===== src/rtl/id_ex_stage_pkg.sv =====
// Shared definitions for the ID/EX pipeline register slice.
//   CTRL_W        : width of the decoded control bundle
//   CTRL_*        : bit positions inside the control bundle
//   REG_ADDR_W    : register-file address width
//   ex_state_e    : EX slot occupancy state (real instruction vs bubble)
package id_ex_stage_pkg;

  localparam int CTRL_W        = 10;
  localparam int REG_ADDR_W    = 5;

  localparam int CTRL_REGWRITE = 9;
  localparam int CTRL_MEMTOREG = 8;
  localparam int CTRL_MEMREAD  = 7;
  localparam int CTRL_MEMWRITE = 6;
  localparam int CTRL_BRANCH   = 5;
  localparam int CTRL_ALUSRC   = 4;
  localparam int CTRL_REGDST   = 3;
  localparam int CTRL_ALUOP    = 0;
  localparam int CTRL_ALUOP_W  = 3;

  typedef enum logic {
    ST_RUN    = 1'b0,
    ST_BUBBLE = 1'b1
  } ex_state_e;

endpackage


===== src/rtl/id_ex_stage_hazard_detect.sv =====
// Load-use hazard detection between the instruction sitting in EX and the
// one being decoded in ID. Purely combinational.
//   ex_valid, ex_mem_read, ex_rt_addr : EX-stage load description
//   id_valid, rs_addr, rt_addr        : ID-stage source registers
//   flush                             : ID instruction is being killed
//   rst                               : synchronous reset (suppresses stall)
//   stall                             : hold PC and IF/ID for one cycle
module hazard_detect
  import id_ex_stage_pkg::*;
(
  input  logic                  ex_valid,
  input  logic                  ex_mem_read,
  input  logic [REG_ADDR_W-1:0] ex_rt_addr,
  input  logic                  id_valid,
  input  logic [REG_ADDR_W-1:0] rs_addr,
  input  logic [REG_ADDR_W-1:0] rt_addr,
  input  logic                  flush,
  input  logic                  rst,
  output logic                  stall
);

  logic hazard;

  // A load targeting $zero never produces a usable value, so it never stalls.
  always_comb begin
    hazard = ex_valid & ex_mem_read & (ex_rt_addr != '0) & id_valid &
             ((ex_rt_addr == rs_addr) | (ex_rt_addr == rt_addr));
  end

  // A flushed instruction needs no operand, so flush overrides the stall.
  assign stall = hazard & ~flush & ~rst;

endmodule


===== src/rtl/id_ex_stage.sv =====
// ID/EX pipeline register with load-use stall insertion.
//   clk, rst            : clock, synchronous active-high reset
//   ID_Valid_In         : ID holds a real instruction
//   Ctrl_In             : decoded control bundle
//   PC_Plus4_In, Rs_Data_In, Rt_Data_In, Ext_Immed_In : ID datapath values
//   Rs_Addr_In, Rt_Addr_In, Rd_Addr_In : instruction register fields
//   Flush_In            : kill the ID instruction (branch/jump)
//   EX_*                : registered ID/EX contents (one-cycle latency)
//   Stall_Out           : combinational hold request to PC and IF/ID
//   Stall_Count_Out     : saturating count of inserted stall cycles
module id_ex_stage
  import id_ex_stage_pkg::*;
#(
  parameter int DATA_W = 32,
  parameter int CTRL_W = id_ex_stage_pkg::CTRL_W,
  parameter int CNT_W  = 16
) (
  input  logic                  clk,
  input  logic                  rst,
  input  logic                  ID_Valid_In,
  input  logic [CTRL_W-1:0]     Ctrl_In,
  input  logic [DATA_W-1:0]     PC_Plus4_In,
  input  logic [DATA_W-1:0]     Rs_Data_In,
  input  logic [DATA_W-1:0]     Rt_Data_In,
  input  logic [DATA_W-1:0]     Ext_Immed_In,
  input  logic [REG_ADDR_W-1:0] Rs_Addr_In,
  input  logic [REG_ADDR_W-1:0] Rt_Addr_In,
  input  logic [REG_ADDR_W-1:0] Rd_Addr_In,
  input  logic                  Flush_In,
  output logic                  EX_Valid_Out,
  output logic [CTRL_W-1:0]     EX_Ctrl_Out,
  output logic [DATA_W-1:0]     EX_PC_Plus4_Out,
  output logic [DATA_W-1:0]     EX_Rs_Data_Out,
  output logic [DATA_W-1:0]     EX_Rt_Data_Out,
  output logic [DATA_W-1:0]     EX_Immed_Out,
  output logic [REG_ADDR_W-1:0] EX_Rs_Addr_Out,
  output logic [REG_ADDR_W-1:0] EX_Rt_Addr_Out,
  output logic [REG_ADDR_W-1:0] EX_Write_Reg_Out,
  output logic                  Stall_Out,
  output logic [CNT_W-1:0]      Stall_Count_Out
);

  function automatic logic [CNT_W-1:0] sat_inc(input logic [CNT_W-1:0] v);
    return (&v) ? v : v + CNT_W'(1);
  endfunction

  ex_state_e                    state_q, state_d;
  logic                         stall_p0;
  logic                         bubble_p0;
  logic                         vld_d;
  logic [CTRL_W-1:0]            ctrl_d;
  logic [REG_ADDR_W-1:0]        wr_d;

  logic                         vld_p1;
  logic [CTRL_W-1:0]            ctrl_p1;
  logic signed [DATA_W-1:0]     pc4_p1;
  logic signed [DATA_W-1:0]     rs_data_p1;
  logic signed [DATA_W-1:0]     rt_data_p1;
  logic signed [DATA_W-1:0]     imm_p1;
  logic [REG_ADDR_W-1:0]        rs_addr_p1;
  logic [REG_ADDR_W-1:0]        rt_addr_p1;
  logic [REG_ADDR_W-1:0]        wr_p1;
  logic [CNT_W-1:0]             stall_cnt;

  // ---- ID stage (p0): hazard check and bubble decision ----
  hazard_detect u_hazard_detect (
    .ex_valid    (vld_p1),
    .ex_mem_read (ctrl_p1[CTRL_MEMREAD]),
    .ex_rt_addr  (rt_addr_p1),
    .id_valid    (ID_Valid_In),
    .rs_addr     (Rs_Addr_In),
    .rt_addr     (Rt_Addr_In),
    .flush       (Flush_In),
    .rst         (rst),
    .stall       (stall_p0)
  );

  assign bubble_p0 = Flush_In | stall_p0 | ~ID_Valid_In;

  always_ff @(posedge clk) begin
    if (rst) state_q <= ST_RUN;
    else     state_q <= state_d;
  end

  always_comb begin
    state_d = state_q;
    case (state_q)
      ST_RUN:    if (bubble_p0)  state_d = ST_BUBBLE;
      ST_BUBBLE: if (!bubble_p0) state_d = ST_RUN;
      default:   state_d = ST_RUN;
    endcase
  end

  // Only the next state decides whether EX receives a live instruction.
  always_comb begin
    vld_d  = 1'b0;
    ctrl_d = '0;
    wr_d   = '0;
    if (state_d == ST_RUN) begin
      vld_d  = 1'b1;
      ctrl_d = Ctrl_In;
      wr_d   = Ctrl_In[CTRL_REGDST] ? Rd_Addr_In : Rt_Addr_In;
    end
  end

  // ---- EX stage (p1): ID/EX register ----
  // Data fields load every cycle; in a bubble they are don't-care because
  // valid and control are zero.
  always_ff @(posedge clk) begin
    if (rst) begin
      vld_p1     <= 1'b0;
      ctrl_p1    <= '0;
      wr_p1      <= '0;
      pc4_p1     <= '0;
      rs_data_p1 <= '0;
      rt_data_p1 <= '0;
      imm_p1     <= '0;
      rs_addr_p1 <= '0;
      rt_addr_p1 <= '0;
    end else begin
      vld_p1     <= vld_d;
      ctrl_p1    <= ctrl_d;
      wr_p1      <= wr_d;
      pc4_p1     <= PC_Plus4_In;
      rs_data_p1 <= Rs_Data_In;
      rt_data_p1 <= Rt_Data_In;
      imm_p1     <= Ext_Immed_In;
      rs_addr_p1 <= Rs_Addr_In;
      rt_addr_p1 <= Rt_Addr_In;
    end
  end

  always_ff @(posedge clk) begin
    if (rst)           stall_cnt <= '0;
    else if (stall_p0) stall_cnt <= sat_inc(stall_cnt);
  end

  assign EX_Valid_Out     = vld_p1;
  assign EX_Ctrl_Out      = ctrl_p1;
  assign EX_PC_Plus4_Out  = pc4_p1;
  assign EX_Rs_Data_Out   = rs_data_p1;
  assign EX_Rt_Data_Out   = rt_data_p1;
  assign EX_Immed_Out     = imm_p1;
  assign EX_Rs_Addr_Out   = rs_addr_p1;
  assign EX_Rt_Addr_Out   = rt_addr_p1;
  assign EX_Write_Reg_Out = wr_p1;
  assign Stall_Out        = stall_p0;
  assign Stall_Count_Out  = stall_cnt;

endmodule


===== config.mk =====
export PLATFORM = sky130hd
export DESIGN_NAME = id_ex_stage
export DESIGN_NICKNAME = d
export VERILOG_FILES = /design/src/rtl/id_ex_stage_pkg.sv /design/src/rtl/id_ex_stage_hazard_detect.sv /design/src/rtl/id_ex_stage.sv
export SDC_FILE = /design/constraint.sdc
export NUM_CORES = 1
export LEC_CHECK = 0
export ABC_CLOCK_PERIOD_IN_PS = 6100
export CORE_AREA = 2 2 126 128
export DETAILED_ROUTE_END_ITERATION = 10
export DIE_AREA = 0 0 128 130
export PLACE_DENSITY = 0.74
export SYNTH_ARGS = -nofsm -noshare
export SYNTH_HDL_FRONTEND = slang
export SYNTH_SLANG_ARGS = --single-unit

===== constraint.sdc =====
create_clock -name clk -period 6.1 [get_ports clk]
set_input_delay 1.83 -clock clk [delete_from_list [all_inputs] [get_ports clk]]
set_output_delay 1.83 -clock clk [all_outputs]
set_load 0.03 [all_outputs]

==> metrics.md <==
| Metric | Value |
|---|---|
| Routed vias/inst | 4.355 |
| Total congestion overflow | 0 |
| Clk root buf | clkbuf_16 |
| Area growth syn-to-layout | 77.35% |
| Max Clock Freq | 182.1 MHz |
| R2r startpoint | EX_Rt_Addr_Out[2] |
| Most common cell after layout, fill and taps aside | clkdlybuf4s50_1 |
| CP startpoint | Rt_Addr_In[3] |
| Hold Vio Cnt, Final | 0 |
| RSZ-0062 raised after global routing | false |
| Htree depth | 4 |
| Endpoints failing setup | 0 |
| Port buffer count | between 300 and 400 |
| Detailed-route via count | about 4.3k |
| Clock latency on the worst-skew pair | 0.41 ns |
| Commonest non-fill, non-tap cells in the layout | clkdlybuf4s50_1 (326), dfxtp_1 (170), nor2b_1 (145) |
| Largest net degree at the start of global routing | 92 |
| Outcome | complete, no violations |
| Crit-path max FO | 3 |
| RePlAce Congestion | between 0.8 and 0.9 |
| Post-Syn Instances | 455 |
| CP arrival | 3.66 ns |
| Synth cell types | 37 |
| Synth area leaders | dfxtp_1 (65%), nor2b_1 (17%), xor2_1 (1.7%), and2_1 (1.3%), clkbuf_1 (1.2%) |
| Sequential share of the synthesized area | around 65% |
| Hpwl dp | 11380 um |
| CP startpoint kind | input pin |
| Flops & latches, synth | between 150 and 200 |
| Die ar. | 16640 um2 |
| Placed Cells | 955 |
| Max-Cap Viols | 0 |
| Worst min-delay path startpoint | Stall_Count_Out[15] |
| Layout cells sized above 1 | 5.283% |
| Synthesized cell area | ~5200 um2 |
| First-pass GRT wire length | 22150 um |
| Final Cycle Share | 90.03% |
| Drt pass-1 iters | 4 |
| Tmin final | roughly 5.5 ns |
| Clock transition at the registers of the reported paths | 0.06 ns |
| Maximum VDD drop | 0.1647 mV |
| Synth area leader | dfxtp_1 |
| Non-Filler Instances | 987 |
| Slew Limit Fails | 0 |
| Clk sinks | between 150 and 200 |
| Area of the multi-input gates | between 1500 and 2000 um2 |
| DR iter-0 viols | 129 |
| Synthesized area per cell | 11.43 um2 |
| Worst hold slack | 0.5010 ns |
| Site row count | 46 |
| Final ANT Viol Nets | 0 |
| Pwr dens | 282.5 nW/um2 |
| Total Neg Setup Slack | 0 ns |
| Syn Nets | just over 600 |
| CTS tree | built |
| YS warnings | 0 |
| Drt total wl | about 15000 um |
| Die span in x | 128 um |
| Post-CTS Setup Inserts | 0 |
| # IOs | between 300 and 400 |
| Final net count | 940 |
| Core area | between 15000 and 20000 um2 |
| Initial antenna violation count | 0 |
| Clk_skew | 0.008219 ns |
| Measured slew at the worst slew-check pin | 0.8882 ns |
| CTS buffer count | 17 |
| Post-DR wirelength/cell | 14.98 um |
| Worst Setup End Kind | primary output |
| Hold crit path type | register to register |
| Top cell type's share of synthesized area | 65.46% |
| Initial Util | 33.70% |
| Residual DRC | 0 |
| Post-CTS Hold Buffers | 0 |
| Fill count | approximately 1.3k |
| Lkg Pwr | 0.003513 uW |
| GRT Total Usage | 17.26% |
| Number of global-route vias before repair | about 4.3k |
| Worst EP required | 4.27 ns |
| Clock Tree Buf Depth | 2 |
| Die span in y | roughly 130 um |
| FF/Latch Area | 3403 um2 |
| Post-CTS Resized | 0 |
| ANT cells | 0 |
| Critical path class | input pin to primary output |
| Slew headroom | approximately two fifths |
Yosys cell counts:
cell and number:
o2111ai_1 1, ha_1 1, o211ai_1 2, nand2_1 6, buf_2 2, nand2b_1 1
buf_1 2, clkbuf_1 16, and2_1 11, mux2_1 3, nand4_1 3, mux2i_1 5
nor2_1 16, o2111a_2 1, nor3b_2 1, or4_1 4, nor4b_1 1, nand3_1 7
nor3_1 3, o21ai_1 1, o21ai_0 5, buf_4 2, and3_1 2, nor2b_1 145
inv_1 1, a41oi_1 1, nor4_1 4, or3_1 5, a22oi_2 1, and4_1 3
a21oi_1 9, o21ai_4 1, dfxtp_1 170, or4_4 1, mux2_2 4, o31ai_1 4
xor2_1 10
power breakdown:
part           total (uW)  switching [uW]  internal [uW]
combinational         374             174            200
clock                1050             425            626
sequential           1180            17.4           1160
total                2600             617           1990
cell families after synthesis:
kind of cell / Yosys count / share of synthesized area, %
mux: 12 / 2.479
simple gates: 213 / 24.84
compound gates: 26 / 3.441
fa+ha+maj: 1 / 0.2406
flops: 170 / 65.46
buf+inv: 23 / 1.853
xor+xnor: 10 / 1.685
layer usage:
metal	share of wire, %	GRT usage, %	vias to the layer above
met5	0	0	-
met3	11	7.708	20
met4	1.7	6.658	0
met1	37	17.78	1937
met2	51	30.95	217
li1	-	-	2124
sequential cells by signal (all words and copies together), names as in the netlist:
| signal | cells |
|---|---|
| EX_Rs_Addr_Out | 5 |
| EX_Ctrl_Out | 10 |
| EX_Write_Reg_Out | 5 |
| Stall_Count_Out | 16 |
| EX_Valid_Out | 1 |
| EX_Rt_Addr_Out | 5 |
| EX_Immed_Out | 32 |
| EX_Rt_Data_Out | 32 |
| EX_Rs_Data_Out | 32 |
| EX_PC_Plus4_Out | 32 |
path summary, 6_finish.rpt:
path | end | slack [ns] | cells past startpoint
max | Stall_Out | 0.61 | 6
min | Stall_Count_Out[15] | 0.50 | 2
max reg2reg | EX_Ctrl_Out[0] | 3.98 | 7
min reg2reg | Stall_Count_Out[15] | 0.50 | 2
layout make-up:
cell class | instances | area share (%)
clock inverter | 10 | 1.262
tap | 192 | 2.606
multi-input combinational | 262 | 18.43
sequential | 170 | 36.91
inverter | 1 | 0.04071
clock buffer | 22 | 5.035
timing repair buffer | 330 | 35.72
per-stage QoR:
stage	total power [uW]	setup WS (ns)	area [um2]	util (%)
2_1_floorplan	1365	1.174	5199	-
3_3_place_gp	1576	0.5961	8640	56.01
3_5_place_dp	1581	0.6379	8640	56.01
4_1_cts	2637	0.6238	9220	59.77
5_1_grt	2699	0.5274	9220	59.77
6_report	2604	0.6083	9220	59.77
worst max-delay path, stage by stage:
cell             delay, ns
clkdlybuf4s50_1       0.46
xor2_1                0.18
nor3_1                0.23
a22oi_2               0.11
nor2_1                0.13
clkdlybuf4s50_1       0.71
Note: power is estimated with default switching activity, not from simulation.
